[config.mk]
export PLATFORM = sky130hd
export DESIGN_NAME = issue_scoreboard
export DESIGN_NICKNAME = d
export VERILOG_FILES = /design/src/rtl/sched_pkg.sv /design/src/rtl/sb_reg_counter.sv /design/src/rtl/issue_scoreboard.sv
export SDC_FILE = /design/constraint.sdc
export NUM_CORES = 1
export LEC_CHECK = 0
export BUFFER_PORTS_ARGS = -buffer_cell sky130_fd_sc_hd__buf_4
export CAP_MARGIN = 25
export CORE_ASPECT_RATIO = 0.75
export CORE_MARGIN = 2
export CORE_UTILIZATION = 30
export CTS_BUF_LIST = sky130_fd_sc_hd__clkbuf_16
export DETAILED_ROUTE_END_ITERATION = 6
export HOLD_SLACK_MARGIN = 0.03
export MAX_ROUTING_LAYER = met4
export PLACE_DENSITY = 0.44
export SLEW_MARGIN = 20
export SYNTH_ARGS = -nofsm -noshare
export SYNTH_HDL_FRONTEND = slang
export SYNTH_HIERARCHICAL = 1
export SYNTH_SLANG_ARGS = --single-unit
[constraint.sdc]
create_clock -name CLK -period 9.35 [get_ports CLK]
set_clock_uncertainty 0.1 [all_clocks]
set_input_delay 0.935 -clock CLK [delete_from_list [all_inputs] [get_ports CLK]]
set_output_delay 0.935 -clock CLK [all_outputs]
set_load 0.1 [all_outputs]
[src/rtl/sched_pkg.sv]
// Shared definitions for the register-hazard scheduler.
// These cover the register file geometry, the default pending-counter width and the x0 helper.
package sched_pkg;

  localparam int REG_NUM       = 32;
  localparam int REG_IDX_W     = 5;
  localparam int DEFAULT_CNT_W = 2;

  localparam logic [REG_IDX_W-1:0] X0_IDX = '0;

  typedef logic [REG_IDX_W-1:0] reg_idx_t;

  // x0 is hardwired to zero, so it never carries a pending write.
  function automatic logic is_arch_reg(input reg_idx_t idx);
    return idx != X0_IDX;
  endfunction

endpackage

[src/rtl/sb_reg_counter.sv]
// Pending-write counter for one architectural register.
// It counts up on issue and down on writeback, and both saturate.
// A decrement at zero holds the count and raises underflow for that cycle.
module sb_reg_counter #(
  parameter int CNT_W = 2
) (
  input  logic CLK,
  input  logic RST,
  input  logic clear,
  input  logic inc,
  input  logic dec,
  output logic busy,
  output logic full,
  output logic underflow
);

  logic [CNT_W-1:0] cnt_q;
  logic [CNT_W-1:0] cnt_d;

  // Next count: clear wins, a simultaneous inc/dec cancels, and both directions saturate.
  always_comb begin
    cnt_d = cnt_q;
    if (clear) begin
      cnt_d = '0;
    end else if (inc && !dec) begin
      if (cnt_q != '1) cnt_d = cnt_q + CNT_W'(1);
    end else if (dec && !inc) begin
      if (cnt_q != '0) cnt_d = cnt_q - CNT_W'(1);
    end
  end

  // Count register with synchronous reset.
  always_ff @(posedge CLK) begin
    if (RST) cnt_q <= '0;
    else     cnt_q <= cnt_d;
  end

  assign busy      = (cnt_q != '0);
  assign full      = (cnt_q == '1);
  assign underflow = dec && !inc && !clear && (cnt_q == '0);

endmodule

[src/rtl/issue_scoreboard.sv]
// Register-hazard scheduler for the first schedule stage.
// It tracks outstanding writes to x1..x31 and decides each cycle whether the
// decoded instruction may issue. When it may not, it drives STALL to the
// decode/schedule pipeline registers.
module issue_scoreboard
  import sched_pkg::*;
#(
  parameter int CNT_W       = DEFAULT_CNT_W,
  parameter int STALL_CNT_W = 32
) (
  input  logic                   CLK,
  input  logic                   RST,
  input  logic                   FLUSH,
  input  logic                   MEM_WAIT,
  input  logic                   ISSUE_VALID,
  input  logic [REG_IDX_W-1:0]   ISSUE_RS1,
  input  logic                   ISSUE_RS1_USE,
  input  logic [REG_IDX_W-1:0]   ISSUE_RS2,
  input  logic                   ISSUE_RS2_USE,
  input  logic [REG_IDX_W-1:0]   ISSUE_RD,
  input  logic                   ISSUE_RD_WRITE,
  input  logic                   WB_VALID,
  input  logic [REG_IDX_W-1:0]   WB_RD,
  output logic                   ISSUE_ACCEPT,
  output logic                   STALL,
  output logic [REG_NUM-1:0]     BUSY_VEC,
  output logic                   ERR_UNDERFLOW,
  output logic [STALL_CNT_W-1:0] STALL_CNT
);

  logic [REG_NUM-1:0] busy_vec;
  logic [REG_NUM-1:0] full_vec;
  logic [REG_NUM-1:0] uf_vec;

  logic raw1;
  logic raw2;
  logic sat;
  logic hazard;
  logic issue_accept;
  logic stall;
  logic inc_en;
  logic dec_en;

  logic [STALL_CNT_W-1:0] stall_cnt_q;
  logic [STALL_CNT_W-1:0] stall_cnt_d;
  logic                   err_q;
  logic                   err_d;

  // x0 has no counter, so its slot always reads as idle.
  assign busy_vec[0] = 1'b0;
  assign full_vec[0] = 1'b0;
  assign uf_vec[0]   = 1'b0;

  genvar i;
  for (i = 1; i < REG_NUM; i++) begin : g_cnt
    sb_reg_counter #(
      .CNT_W (CNT_W)
    ) u_cnt (
      .CLK       (CLK),
      .RST       (RST),
      .clear     (FLUSH),
      .inc       (inc_en && (ISSUE_RD == REG_IDX_W'(i))),
      .dec       (dec_en && (WB_RD == REG_IDX_W'(i))),
      .busy      (busy_vec[i]),
      .full      (full_vec[i]),
      .underflow (uf_vec[i])
    );
  end

  // Hazard detection uses registered counters only, so a writeback frees its register one cycle later.
  always_comb begin
    raw1         = ISSUE_RS1_USE && is_arch_reg(ISSUE_RS1) && busy_vec[ISSUE_RS1];
    raw2         = ISSUE_RS2_USE && is_arch_reg(ISSUE_RS2) && busy_vec[ISSUE_RS2];
    sat          = ISSUE_RD_WRITE && is_arch_reg(ISSUE_RD) && full_vec[ISSUE_RD];
    hazard       = raw1 || raw2 || sat;
    stall        = ISSUE_VALID && hazard && !FLUSH;
    issue_accept = ISSUE_VALID && !hazard && !MEM_WAIT && !FLUSH;
    inc_en       = issue_accept && ISSUE_RD_WRITE && is_arch_reg(ISSUE_RD);
    dec_en       = WB_VALID && is_arch_reg(WB_RD);
  end

  // The stall counter survives FLUSH. The error flag is a one-cycle echo of any counter underflow.
  always_comb begin
    stall_cnt_d = stall_cnt_q;
    if (stall) stall_cnt_d = stall_cnt_q + STALL_CNT_W'(1);
    err_d = |uf_vec;
  end

  // Performance counter and error flag registers, cleared only by reset.
  always_ff @(posedge CLK) begin
    if (RST) begin
      stall_cnt_q <= '0;
      err_q       <= 1'b0;
    end else begin
      stall_cnt_q <= stall_cnt_d;
      err_q       <= err_d;
    end
  end

  assign ISSUE_ACCEPT  = issue_accept;
  assign STALL         = stall;
  assign BUSY_VEC      = busy_vec;
  assign ERR_UNDERFLOW = err_q;
  assign STALL_CNT     = stall_cnt_q;

endmodule

Yosys cells after proc, flatten, opt, wreduce, memory -nomap -nowiden
Cells that the tools add are included.

Register bits after elaboration: 95. Output and inout port bits: 67. Word-level logic and storage cells: 812.

$add $sub $neg: 63. Magnitude comparators: 3. Equal/unequal tests: 155. Multiplexer cells: 130. Reduce and logical (&&, ||, !) cells: 428.

Operators by type and width (count): two-way mux 2 bit (124); logical AND 1 bit (200); nonzero test 2 bit (93); equality test 5 bit, second input constant (32); != test 2 bit, second input constant (62); AND reduction 3 bit (31); equality test 5 x 4 -> 1 bit, second input constant (16); logical NOT 1 bit (65); adder 2 x 1 -> 2 bit, second input constant (31); equality test 2 bit, second input constant (31); logical NOT 2 bit (31); subtractor 2 x 1 -> 2 bit, second input constant (31); equality test 5 x 3 -> 1 bit, second input constant (8); adder 32 x 1 -> 32 bit, second input constant (1); OR reduction 31 bit (1); equality test 5 x 2 -> 1 bit, second input constant (4); nonzero test 5 bit (4); < comparator 5 x 6 -> 1 bit, second input constant (3); binary-select mux 1 bit (select 5 bit) (3); equality test 5 x 1 -> 1 bit, second input constant (2); two-way mux 1 bit (3); logical OR 1 bit (2); OR reduction 2 bit (1).

Depth between registers and ports, before layout
Gate-level depths: netlist of the first run.

Word-level depth: 18. Depth in mapped cells: 16. Mapped depth without buffers: 15.

Cells and area by module
The synthesis of the first run kept the hierarchy.

Modules (own cells, without submodules): sb_reg_counter (instances 31, cells each 17, area each 147.6 sq um); issue_scoreboard (instances 1, cells each 418, area each 3140.5 sq um).

Least setup slack after synthesis of the first run
OpenSTA, ideal clock, no wires.

Path kind: input to register. Start: input port ISSUE_RS2[0]. End: register err_q (netlist: ERR_UNDERFLOW). Data arrival time: 4.915 ns. Required time: 9.122 ns. Path slack: 4.207 ns. Cell stages on the path: 15. Path buffers: 1. Cell sequence: buf_2 -> mux4_2 -> mux2_2 -> o2bb2ai_1 -> nor4b_1 -> a2111oi_4 -> nand4_1 -> nor2_1 -> inv_1 -> ha_1 -> nor3b_1 -> nor4_1 -> nand4_1 -> nor2_1 -> nor2_1.

Cells in the longest elaborated chain, start to end: 17.

Ends and longest elaborated chain: start: declaration (line issue_scoreboard.sv:18) `input logic [REG_IDX_W-1:0] ISSUE_RS2,`; binary-select mux 1 bit (select 5 bit) / nonzero test 5 bit (equally long branches) (line issue_scoreboard.sv:73, sched_pkg.sv:15); two-way mux 1 bit (not written as such) / logical AND 1 bit (equally long branches) (line issue_scoreboard.sv:73) `raw2 = ISSUE_RS2_USE && is_arch_reg(ISSUE_RS2) && busy_vec[ISSUE_RS2];`; logical AND 1 bit (*) (line issue_scoreboard.sv:73); logical OR 1 bit (*) (2 in series) (line issue_scoreboard.sv:75) `hazard = raw1 || raw2 || sat;`; logical NOT 1 bit (*) (line issue_scoreboard.sv:77) `issue_accept = ISSUE_VALID && !hazard && !MEM_WAIT && !FLUSH;`; logical AND 1 bit (*) (3 in series) (line issue_scoreboard.sv:77); named net ISSUE_ACCEPT (line issue_scoreboard.sv:24) `output logic ISSUE_ACCEPT,`; logical AND 1 bit (*) (2 in series) (line issue_scoreboard.sv:78) `inc_en = issue_accept && ISSUE_RD_WRITE && is_arch_reg(ISSUE_RD);`; logical AND 1 bit (*) (line issue_scoreboard.sv:62) `.inc (inc_en && (ISSUE_RD == REG_IDX_W'(i))),`; logical NOT 1 bit (*) (line sb_reg_counter.sv:40) `assign underflow = dec && !inc && !clear && (cnt_q == '0);`; logical AND 1 bit (*) (3 in series) (line sb_reg_counter.sv:40); named net uf_vec[7] (line issue_scoreboard.sv:33) `logic [REG_NUM-1:0] uf_vec;`; OR reduction 31 bit (*) (line issue_scoreboard.sv:86) `err_d = |uf_vec;`; end signal: assignment (line issue_scoreboard.sv:96) `err_q <= err_d;`; end: declaration (line issue_scoreboard.sv:46) `logic err_q;`.

The timed path passes the listed nets; every way through them passes the cells marked *. The select of a mux whose other input is x is not followed. A chain may end at the register's enable or synchronous reset.

Worst setup path after layout of the first run
Start: input port ISSUE_RS2[1]. End: register err_q (netlist: ERR_UNDERFLOW).

Cells in the longest elaborated chain, start to end: 17.

Ends and longest elaborated chain (line): binary-select mux 1 bit (select 5 bit) / nonzero test 5 bit (equally long branches) (issue_scoreboard.sv:73, sched_pkg.sv:15); two-way mux 1 bit (not written as such) / logical AND 1 bit (equally long branches) (issue_scoreboard.sv:73); logical AND 1 bit (*) (issue_scoreboard.sv:73); logical OR 1 bit (*) (2 in series) (issue_scoreboard.sv:75); logical NOT 1 bit (*) (issue_scoreboard.sv:77); logical AND 1 bit (*) (3 in series) (issue_scoreboard.sv:77); logical AND 1 bit (*) (2 in series) (issue_scoreboard.sv:78); logical AND 1 bit (*) (issue_scoreboard.sv:62); logical NOT 1 bit (*) (sb_reg_counter.sv:40); logical AND 1 bit (*) (3 in series) (sb_reg_counter.sv:40); named net uf_vec[15] (issue_scoreboard.sv:33); OR reduction 31 bit (*) (issue_scoreboard.sv:86).

Marks and branches as above.

==> key figures, run 1 <==
Outcome
  – Status: finished, final reports clean

Yosys
  – Post-synthesis sequential area ratio: 0.246
  – Post-synth EDFFs: 0
  – Cells after synthesis: 945
  – Synth Register Bits: 95
  – Ys flop type: dfxtp_1
  – Yosys Warn Count: 6
  – Mean Syn Cell Area: 8.17 sq um
  – Synth top area cells: dfxtp_1 (25%), ha_1 (10%), a211oi_1 (6.3%)
  – Post-synth top area cell: dfxtp_1
  – Async set-reset flop share out of synthesis: 0
  – Top cell type's share of synthesized area: 0.246
  – Synth cell types: 52
  – Post-Synthesis Cell Area: 7720 sq um
  – Syn nets: 1037

Placed design
  – Port bufs: 94
  – Final GP Congestion: 0.957
  – Pre-CTS setup slack: 4.28 ns
  – Detail Placement HPWL: 19.4 mm

Timing
  – Final WS setup: 4.57 ns
  – Tcrit/Tclk final: 0.511
  – Slew Limit Fails: 0
  – Final setup violation count: 0
  – Slew margin rel.: 0.484
  – Fin. Hold Viols: 0
  – Fin Setup TNS: 0 ns
  – Worst Max-Slew Pin Slew: 0.773 ns
  – Crit path time final: 4.78 ns
  – Fmax: 209 MHz
  – RSZ-0062 raised after global routing: false

Clocking
  – Root Driver: clkbuf_16
  – CTS Buf Count: 9
  – Longest Clk Path Bufs: 2
  – Clk_lat worst skew: 0.37 ns
  – Resized cells post-CTS: 0
  – CTS clk-pin slew, worst paths: 0.08 ns
  – CTS Sinks: 95
  – TritonCTS clock tree: built
  – Post-CTS setup buffer count: 0
  – CTS Hold Bufs: 0
  – H-tree lvl count: 3

Floorplanning
  – Placement Rows: 50
  – Starting Density: 0.308
  – Core box area: 25100 sq um
  – Die H: 143 um
  – # IOs: 96
  – Die X: 189 um
  – Die area: 27000 sq um

Setup path
  – Most frequent CP cell: nor2_1
  – CP max FO: 13
  – Crit path depth: 15
  – Worst R2R Path Depth: 15
  – Worst r2r src: g_cnt[1].u_cnt/cnt_q[1]$_SDFFE_PP0P_
  – CP Data Arrival Time: 4.91 ns
  – Buffers and inverters on the worst path: 2
  – CP startpoint: ISSUE_RS2[1]
  – Worst EP required: 9.48 ns
  – Crit path kind: in -> reg
  – CP max-delay cell: a2111oi_4
  – Crit-path leading delay family: simple AND/OR/NAND/NOR gates
  – Worst path cell trace: buf_4 -> mux2_2 -> a221o_1 -> a311oi_1 -> nor4b_1 -> a2111oi_4 -> nand4_1 -> nor2_1 -> inv_1 -> ha_1 -> nor3b_1 -> nor4_1 -> nand4_1 -> nor2_1 -> nor2_1
  – Max stage delay on crit path: 0.58 ns
  – Startpoint Class: input port
  – CP Capture Type: flip-flop
  – FF-to-FF setup slack: 4.70 ns
  – Reg2reg end: ERR_UNDERFLOW$_SDFF_PP0_

Drt
  – DR WL/cell: 18.7 um
  – First-pass iteration count of the detailed router: 7
  – WL final: 25.6 mm
  – Final ANT Viol Nets: 0
  – Via count: 7183
  – Drt drc: 0
  – Via/cell ratio: 5.25
  – DRT iter0 DRCs: 621

Finish
  – Synth-to-layout area growth: 16.7%
  – Ant. Diodes: 0
  – Nets: 1118
  – Share of cells above drive strength 1: 0.199

Global route
  – Largest net degree at the start of global routing: 63
  – Grt total ovfl: 0
  – Vias in the first global route: 6425
  – GRT Resource Usage Total: 0.195
  – First-pass GRT wire length: 38.9 mm
  – Antenna violations before repair: 0

Power and ir drop
  – Pwr Total: 0.877 mW
  – PD cells: 97.4 nW/um^2
  – LEAKAGE: 3.46 nW
  – Worst VDD drop: 91.5 uV

Hold path
  – Worst min path class: reg -> reg
  – Hold_sp: STALL_CNT[31]$_SDFFE_PP0P_
  – Hold Crit Depth: 2
  – WHS Endpoint: STALL_CNT[31]$_SDFFE_PP0P_

Run
  – Total of max-cap violations: 0
Yosys cell counts, types with 31 or more instances:
cell        n
nor2_1     64
and2_2     31
and2b_1    31
ha_1       63
inv_1      98
nor3b_1    31
o21bai_1   31
a2111oi_1  31
a21oi_1    32
o21ai_0    85
dfxtp_1    95
or2_2      38
a211oi_1   65
per-stage QoR:
step / instances / hold WS (ns) / util / area [sq um]
2_1_floorplan: 945 / 0.365 / - / 7720
3_3_place_gp: 1353 / 0.383 / 0.348 / 8730
3_5_place_dp: 1353 / 0.381 / 0.348 / 8730
4_1_cts: 1369 / 0.394 / 0.359 / 9010
5_1_grt: 1369 / 0.404 / 0.359 / 9010
6_report: 1369 / 0.390 / 0.359 / 9010
registers in the layout, indices dropped and copies added (netlist names):
name / cells
g_cnt.u_cnt/cnt_q: 62
STALL_CNT: 32
ERR_UNDERFLOW: 1
worst max path at each step:
stage          slack [ns]                  endpoint
2_1_floorplan        4.21  ERR_UNDERFLOW$_SDFF_PP0_
3_3_place_gp         4.30  ERR_UNDERFLOW$_SDFF_PP0_
3_5_place_dp         4.28  ERR_UNDERFLOW$_SDFF_PP0_
4_1_cts              4.67  ERR_UNDERFLOW$_SDFF_PP0_
5_1_grt              4.36  ERR_UNDERFLOW$_SDFF_PP0_
6_report             4.57  ERR_UNDERFLOW$_SDFF_PP0_
power breakdown:
group          internal [mW]  leakage (nW)  switching, mW
clock                  0.184         0.138          0.188
sequential             0.405         0.765        0.00115
combinational         0.0284          2.56         0.0700
total                  0.618          3.46          0.259
cell families (layout without fill, tap and decap cells):
| logic type | count (synthesis) | count (layout) | share of synthesized area |
|---|---|---|---|
| simple gates | 349 | 349 | 0.272 |
| compound gates | 267 | 267 | 0.237 |
| buf+inv | 126 | 212 | 0.0679 |
| flops | 95 | 95 | 0.246 |
| fa+ha+maj | 63 | 63 | 0.102 |
| mux | 43 | 43 | 0.0736 |
| other cells | 1 | 1 | 0.000486 |
| xor+xnor | 1 | 1 | 0.00114 |
per-layer routing:
metal,part of all wire,track usage
met1,0.53,0.295
met2,0.41,0.261
met3,0.056,0.0364
met4,0.011,0.0436
met5,0,-
placed cells by master (no fill, tap or decap), types with 6 or more instances in the layout:
cell and instances:
or4_1 9, buf_4 98, a211oi_1 65, dfxtp_1 95, nor2b_1 11, o31ai_1 8
nand2_1 24, nor3_1 10, nor2_1 64, o21ai_0 85, and2_2 31, mux2_2 10
mux4_2 10, inv_1 98, and3_1 8, clkbuf_16 9, nand3_1 15, or3_1 23
nor4_1 7, or2_2 38, ha_1 63, nand3b_1 6, a2111oi_1 31, nand2b_1 11
nand4_1 16, o21bai_1 31, mux2i_1 23, nor3b_1 31, a21oi_1 32, and2b_1 31
worst register-to-register path: stages (launching register included):
cell and delay, ns:
dfxtp_1 0.36, or2_2 0.38, mux2_2 0.29, a221o_1 0.29, a311oi_1 0.42, nor4b_1 0.15, a2111oi_4 0.58, nand4_1 0.35
nor2_1 0.24, inv_1 0.07, ha_1 0.18, nor3b_1 0.15, nor4_1 0.46, nand4_1 0.29, nor2_1 0.16, nor2_1 0.05
layout make-up:
cell class	count	area (sq um)
repair buffers	98	736
inverters	98	368
flip-flops and latches	95	1900
well taps	338	423
multi-input cells	724	5300
clock inverters	7	53.8
fillers	2606	16100
clock buffers	9	225
Power figures use the tool's default switching activity.
==> run 2: changes to the inputs <==
- clock period: 9.35 -> 4.9 ns (I/O delays scaled with it)
==> run 2 against run 1 <==
Compared with the run above:
- critical path depth grew 1
- cell count grew 0.73%
- routed wire length grew 1.2%
- via count grew 1.7%
- worst setup slack lost 4.0 ns
- cell area grew 1.1%
- sequential power grew 91%
- critical path type is now reg -> reg
==> key figures, run 2 (synthesis results as in run 1) <==
Timing
  – Fin. Hold Viols: 0 (unchanged)
  – Fin Setup TNS: 0 ns (unchanged)
  – RSZ-0062 raised after global routing: false (unchanged)
  – Slew Limit Fails: 0 (unchanged)
  – Worst Max-Slew Pin Slew: 0.744 ns (was 0.773 ns)
  – Final WS setup: 0.547 ns (was 4.57 ns)
  – Slew margin rel.: 0.504 (was 0.484)
  – Final setup violation count: 0 (unchanged)
  – Tcrit/Tclk final: 0.888
  – Crit path time final: 4.35 ns
  – Fmax: 230 MHz

Setup path
  – CP max FO: 9 (was 13)
  – Startpoint Class: flip-flop (was input port)
  – FF-to-FF setup slack: 0.55 ns (was 4.70 ns)
  – Crit path kind: reg -> reg (was in -> reg)
  – CP Data Arrival Time: 4.49 ns (was 4.91 ns)
  – CP Capture Type: flip-flop (unchanged)
  – Worst EP required: 5.04 ns (was 9.48 ns)

Clocking
  – Post-CTS setup buffer count: 0 (unchanged)
  – TritonCTS clock tree: built (unchanged)
  – CTS Hold Bufs: 0 (unchanged)
  – Resized cells post-CTS: 0 (unchanged)
  – CTS Sinks: 95 (unchanged)
  – Longest Clk Path Bufs: 2 (unchanged)
  – Root Driver: clkbuf_16 (unchanged)
  – Clk_lat worst skew: 0.37 ns (about the same)
  – CTS clk-pin slew, worst paths: 0.08 ns (about the same)
  – H-tree lvl count: 3 (unchanged)
  – CTS Buf Count: 9 (unchanged)

Floorplanning
  – Die H: 143 um (unchanged)
  – Core box area: 25100 sq um (unchanged)
  – # IOs: 96 (unchanged)
  – Die X: 189 um (unchanged)
  – Die area: 27000 sq um (unchanged)
  – Placement Rows: 50 (unchanged)
  – Starting Density: 0.308 (unchanged)

Finish
  – Share of cells above drive strength 1: 0.207 (was 0.199)
  – Most frequent cells in the layout: buf_4 (108), inv_1 (99), dfxtp_1 (95) (was inv_1 (98), buf_4 (98), dfxtp_1 (95))
  – Final Non-Filler Cells: 1379 (was 1369)
  – Synth-to-layout area growth: 18.0% (was 16.7%)
  – Most flop-heavy register: g_cnt.u_cnt/cnt_q (unchanged)
  – Ant. Diodes: 0 (unchanged)
  – Most common cell after layout, fill and taps aside: buf_4
  – Number of fill cells in the layout: 2637 (was 2606)
  – Nets: 1128 (was 1118)
  – Max reg flops: 62 (unchanged)

Power and ir drop
  – LEAKAGE: 3.50 nW (was 3.46 nW)
  – Worst VDD drop: 166 uV (was 91.5 uV)
  – Pwr Total: 1.68 mW (was 0.877 mW)
  – PD cells: 185 nW/um^2 (was 97.4 nW/um^2)

Drt
  – DR WL/cell: 18.8 um (was 18.7 um)
  – WL final: 26.0 mm (was 25.6 mm)
  – First-pass iteration count of the detailed router: 5 (was 7)
  – Wl on met1: 14.4 mm (was 13.5 mm)
  – Drt drc: 0 (unchanged)
  – DR WL met2: 9.88 mm (was 10.4 mm)
  – Via/cell ratio: 5.30 (was 5.25)
  – Met3 wire length: 1.38 mm (was 1.44 mm)
  – Final ANT Viol Nets: 0 (unchanged)
  – Via count: 7305 (was 7183)
  – Top Metal Used: met4 (unchanged)
  – DRT iter0 DRCs: 656 (was 621)

Hold path
  – Worst min path class: reg -> reg (unchanged)

Global route
  – GRT Resource Usage Total: 0.201 (was 0.195)
  – Antenna violations before repair: 0 (unchanged)
  – Largest net degree at the start of global routing: 63 (unchanged)
  – Vias in the first global route: 6800 (was 6425)
  – Grt total ovfl: 0 (unchanged)
  – First-pass GRT wire length: 40.5 mm (was 38.9 mm)

Placed design
  – Placed Cells: 1363 (was 1353)
  – Pre-CTS setup slack: 0.410 ns (was 4.28 ns)
  – Port bufs: 94 (unchanged)
  – Detail Placement HPWL: 19.6 mm (was 19.4 mm)
  – Final GP Congestion: 0.861 (was 0.957)

Outcome
  – Status: finished, final reports clean (unchanged)

Run
  – Total of max-cap violations: 0 (unchanged)
## run 2: changes by cell type in the layout (fill, tap and decap cells not counted)
cell        change
buf_4          +10
or2_2          -10
or2_4          +10
clkinv_1        -2
clkinv_2        +1
clkinv_4        -1
clkinvlp_4      +1
inv_1           +1
## run 2: where the power goes
group          internal (mW)  switching, mW
clock                  0.352          0.363
combinational         0.0566          0.134
sequential             0.773        0.00216
## run 2: area by class of cell
cell class,count,area (sq um),share of cell area
inverters,98,368,0.0404
flip-flops and latches,95,1900,0.209
clock buffers,9,225,0.0247
clock inverters,7,53.8,0.00591
well taps,338,423,0.0464
repair buffers,108,811,0.0890
multi-input cells,724,5320,0.585
## run 2: worst max-delay path, cell delays in order, from the launching register on
cell	delay [ns]
dfxtp_1	0.36
or2_4	0.28
mux4_2	0.47
mux2_2	0.29
o2bb2ai_1	0.23
nor4b_1	0.13
a2111oi_4	0.33
buf_4	0.22
nand4_1	0.23
nor2_1	0.22
inv_1	0.07
ha_1	0.18
nor3b_1	0.14
nor4_1	0.58
nand4_1	0.21
nor2_1	0.13
nor2_1	0.04
## run 2: per-layer routing
metal  up-vias  track usage
li1       3635            -
met5         -            -
met3        20       0.0413
met1      3469        0.311
met2       181        0.259
met4         0       0.0411
## run 2: path summary, 6_finish.rpt
path                                         startpoint                    endpoint  cells after the start
hold / removal               STALL_CNT[31]$_SDFFE_PP0P_  STALL_CNT[31]$_SDFFE_PP0P_                      2
setup reg to reg  g_cnt[31].u_cnt/cnt_q[1]$_SDFFE_PP0P_    ERR_UNDERFLOW$_SDFF_PP0_                     16
setup / recovery  g_cnt[31].u_cnt/cnt_q[1]$_SDFFE_PP0P_    ERR_UNDERFLOW$_SDFF_PP0_                     16
hold reg to reg              STALL_CNT[31]$_SDFFE_PP0P_  STALL_CNT[31]$_SDFFE_PP0P_                      2
## run 2: per-stage QoR
| stage | area, sq um | hold slack (ns) | utilization |
|---|---|---|---|
| 2_1_floorplan | 7740 | 0.365 | - |
| 3_3_place_gp | 8830 | 0.373 | 0.352 |
| 3_5_place_dp | 8830 | 0.372 | 0.352 |
| 4_1_cts | 9110 | 0.383 | 0.363 |
| 5_1_grt | 9110 | 0.424 | 0.363 |
| 6_report | 9110 | 0.388 | 0.363 |
==> run 3: changes to the inputs <==
- CORE_UTILIZATION: 30 -> 50
- CTS_BUF_LIST: sky130_fd_sc_hd__clkbuf_16 -> sky130_fd_sc_hd__clkbuf_4
- PLACE_DENSITY: 0.44 -> 0.67
- REMOVE_ABC_BUFFERS: default -> 1
==> run 3 against run 2 <==
Compared with the run above:
- register-to-register slack got worse by 0.24 ns
- largest cell class unchanged
- power shrank 9.6%
- combinational power is 3% lower
- fmax down 5.2%
- critical path type unchanged
- highest routed layer unchanged
- sequential share of layout area up 0.77 points
- utilization is 22 points higher
- global-route usage is 8.0 points higher
- first-iteration DRC count down 11%
- sequential power about the same
- cell area decreased by 3.5%
- worst setup slack lost 0.24 ns
- critical endpoint unchanged
- critical path depth decreased by 1
==> key figures, run 3 (synthesis results as in run 1) <==
Global route
  – Largest net degree at the start of global routing: 77 (was 63)
  – GRT Resource Usage Total: 0.280 (was 0.201)
  – First-pass GRT wire length: 35.8 mm (was 40.5 mm)
  – Vias in the first global route: 6637 (was 6800)
  – Grt total ovfl: 0 (unchanged)
  – Antenna violations before repair: 0 (unchanged)

Setup path
  – CP Capture Type: flip-flop (unchanged)
  – Crit path kind: reg -> reg (unchanged)
  – Worst r2r src: g_cnt[3].u_cnt/cnt_q[1]$_SDFFE_PP0P_ (was g_cnt[31].u_cnt/cnt_q[1]$_SDFFE_PP0P_)
  – CP Data Arrival Time: 4.85 ns (was 4.49 ns)
  – Startpoint Class: flip-flop (unchanged)
  – Worst R2R Path Depth: 15 (was 16)
  – CP max FO: 9 (unchanged)
  – Reg2reg end: ERR_UNDERFLOW$_SDFF_PP0_ (unchanged)
  – Worst EP required: 5.16 ns (was 5.04 ns)
  – FF-to-FF setup slack: 0.31 ns (was 0.55 ns)

Hold path
  – WHS Endpoint: g_cnt[28].u_cnt/cnt_q[0]$_SDFFE_PP0P_ (was STALL_CNT[31]$_SDFFE_PP0P_)
  – Hold Crit Depth: 2 (unchanged)
  – Worst min path class: in -> reg (was reg -> reg)
  – Hold_sp: FLUSH (was STALL_CNT[31]$_SDFFE_PP0P_)

Finish
  – Most frequent cells in the layout: buf_4 (103), inv_1 (98), dfxtp_1 (95) (was buf_4 (108), inv_1 (99), dfxtp_1 (95))
  – Most flop-heavy register: g_cnt.u_cnt/cnt_q (unchanged)
  – Nets: 1123 (was 1128)
  – Ant. Diodes: 0 (unchanged)
  – Share of cells above drive strength 1: 0.205 (was 0.207)
  – Synth-to-layout area growth: 13.8% (was 18.0%)
  – Design Area, Final: 8780 sq um (was 9110 sq um)
  – Most common cell after layout, fill and taps aside: buf_4 (unchanged)
  – Max reg flops: 62 (unchanged)

Drt
  – DR WL/cell: 17.8 um (was 18.8 um)
  – DRT iter0 DRCs: 581 (was 656)
  – Drt drc: 0 (unchanged)
  – Via count: 7248 (was 7305)
  – Final ANT Viol Nets: 0 (unchanged)
  – Via/cell ratio: 5.84 (was 5.30)
  – First-pass iteration count of the detailed router: 5 (unchanged)
  – WL final: 22.1 mm (was 26.0 mm)

Timing
  – Tcrit/Tclk final: 0.937 (was 0.888)
  – RSZ-0062 raised after global routing: false (unchanged)
  – Fin Setup TNS: 0 ns (unchanged)
  – Worst Max-Slew Pin Slew: 0.883 ns (was 0.744 ns)
  – Fmax: 218 MHz (was 230 MHz)
  – Slew margin rel.: 0.411 (was 0.504)
  – Slew Limit Fails: 0 (unchanged)
  – Fin. Hold Viols: 0 (unchanged)
  – Final setup violation count: 0 (unchanged)
  – Crit path time final: 4.59 ns (was 4.35 ns)

Power and ir drop
  – PD cells: 173 nW/um^2 (was 185 nW/um^2)
  – Worst VDD drop: 165 uV (was 166 uV)
  – LEAKAGE: 3.45 nW (was 3.50 nW)

Clocking
  – CTS clk-pin slew, worst paths: 0.16 ns (was 0.08 ns)
  – TritonCTS clock tree: built (unchanged)
  – Resized cells post-CTS: 0 (unchanged)
  – Longest Clk Path Bufs: 2 (unchanged)
  – CTS Buf Count: 9 (unchanged)
  – CTS Sinks: 95 (unchanged)
  – Post-CTS setup buffer count: 0 (unchanged)
  – Root Driver: clkbuf_4 (was clkbuf_16)
  – H-tree lvl count: 3 (unchanged)
  – CTS Hold Bufs: 0 (unchanged)
  – Clk_lat worst skew: 0.49 ns (was 0.37 ns)

Run
  – Total of max-cap violations: 0 (unchanged)

Placed design
  – Final GP Congestion: 1.02 (was 0.861)
  – Detail Placement HPWL: 16.6 mm (was 19.6 mm)
  – Port bufs: 94 (unchanged)
  – Area after DPL: 8600 sq um (was 8830 sq um)

Floorplanning
  – Starting Density: 0.509 (was 0.308)
  – Die X: 147 um (was 189 um)
  – Die H: 112 um (was 143 um)
  – Die area: 16500 sq um (was 27000 sq um)
  – # IOs: 96 (unchanged)
  – Placement Rows: 39 (was 50)
  – Core box area: 15200 sq um (was 25100 sq um)

Outcome
  – Status: finished, final reports clean (unchanged)
run 3: cell count changes in the layout (fill, tap and decap cells not counted):
| cell | before | now |
|---|---|---|
| or2_2 | 28 | 38 |
| or2_4 | 10 | 0 |
| clkbuf_16 | 9 | 0 |
| clkbuf_4 | 0 | 9 |
| buf_4 | 108 | 103 |
| bufinv_16 | 0 | 3 |
| clkinv_2 | 1 | 2 |
| clkinvlp_4 | 1 | 0 |
| inv_1 | 99 | 98 |
| inv_6 | 3 | 2 |
| inv_8 | 1 | 0 |
run 3: power by group:
part           internal [mW]  total, mW  leakage (nW)  switching, mW
clock                  0.260      0.557         0.101          0.297
combinational         0.0562      0.186          2.58          0.130
sequential             0.775      0.777         0.765        0.00201
total                   1.09       1.52          3.45          0.429
run 3: layer usage:
metal	wire length (um)	global-route usage	vias to the layer above
li1	-	-	3623
met3	1480	0.0648	14
met2	9090	0.384	202
met4	189	0.0481	0
met5	0	-	-
met1	11400	0.421	3409
run 3: worst max path at each step:
stage,slack [ns],cells past startpoint,startpoint,end
after detailed placement,0.41,15,ISSUE_RS2[1],ERR_UNDERFLOW$_SDFF_PP0_
after CTS,0.47,15,g_cnt[3].u_cnt/cnt_q[1]$_SDFFE_PP0P_,ERR_UNDERFLOW$_SDFF_PP0_
after global routing,0.12,15,g_cnt[1].u_cnt/cnt_q[1]$_SDFFE_PP0P_,ERR_UNDERFLOW$_SDFF_PP0_
after floorplan,-0.14,7,g_cnt[3].u_cnt/cnt_q[1]$_SDFFE_PP0P_,STALL
final,0.31,15,g_cnt[3].u_cnt/cnt_q[1]$_SDFFE_PP0P_,ERR_UNDERFLOW$_SDFF_PP0_
after global placement,0.51,15,ISSUE_RS2[1],ERR_UNDERFLOW$_SDFF_PP0_
run 3: final cells by class:
cell class                 instances  area (sq um)
fill                            1437          6390
multi-input combinational        724          5300
sequential                        95          1900
timing repair buffer             103           773
inverter                          98           368
tap                              205           256
clock inverter                     7           118
clock buffer                       9          67.6
run 3: stage by stage:
step	std cells	worst slack, ns	power (mW)	utilization	hold WS [ns]
2_1_floorplan	917	-0.144	0.877	-	0.365
3_3_place_gp	1225	0.507	0.975	0.567	0.375
3_5_place_dp	1225	0.410	0.976	0.567	0.375
4_1_cts	1241	0.475	1.53	0.579	0.244
5_1_grt	1241	0.115	1.58	0.579	0.238
6_report	1241	0.310	1.52	0.579	0.279
run 3: critical path, cell delays in order, from the launching register on:
cell,delay [ns]
dfxtp_1,0.39
or2_2,0.35
mux2_2,0.28
a221o_1,0.29
a311oi_1,0.42
nor4b_1,0.16
a2111oi_4,0.59
nand4b_1,0.37
nor2_1,0.25
inv_1,0.07
ha_1,0.18
nor3b_1,0.13
nor4_1,0.48
nand4_1,0.22
nor2_1,0.13
nor2_1,0.05
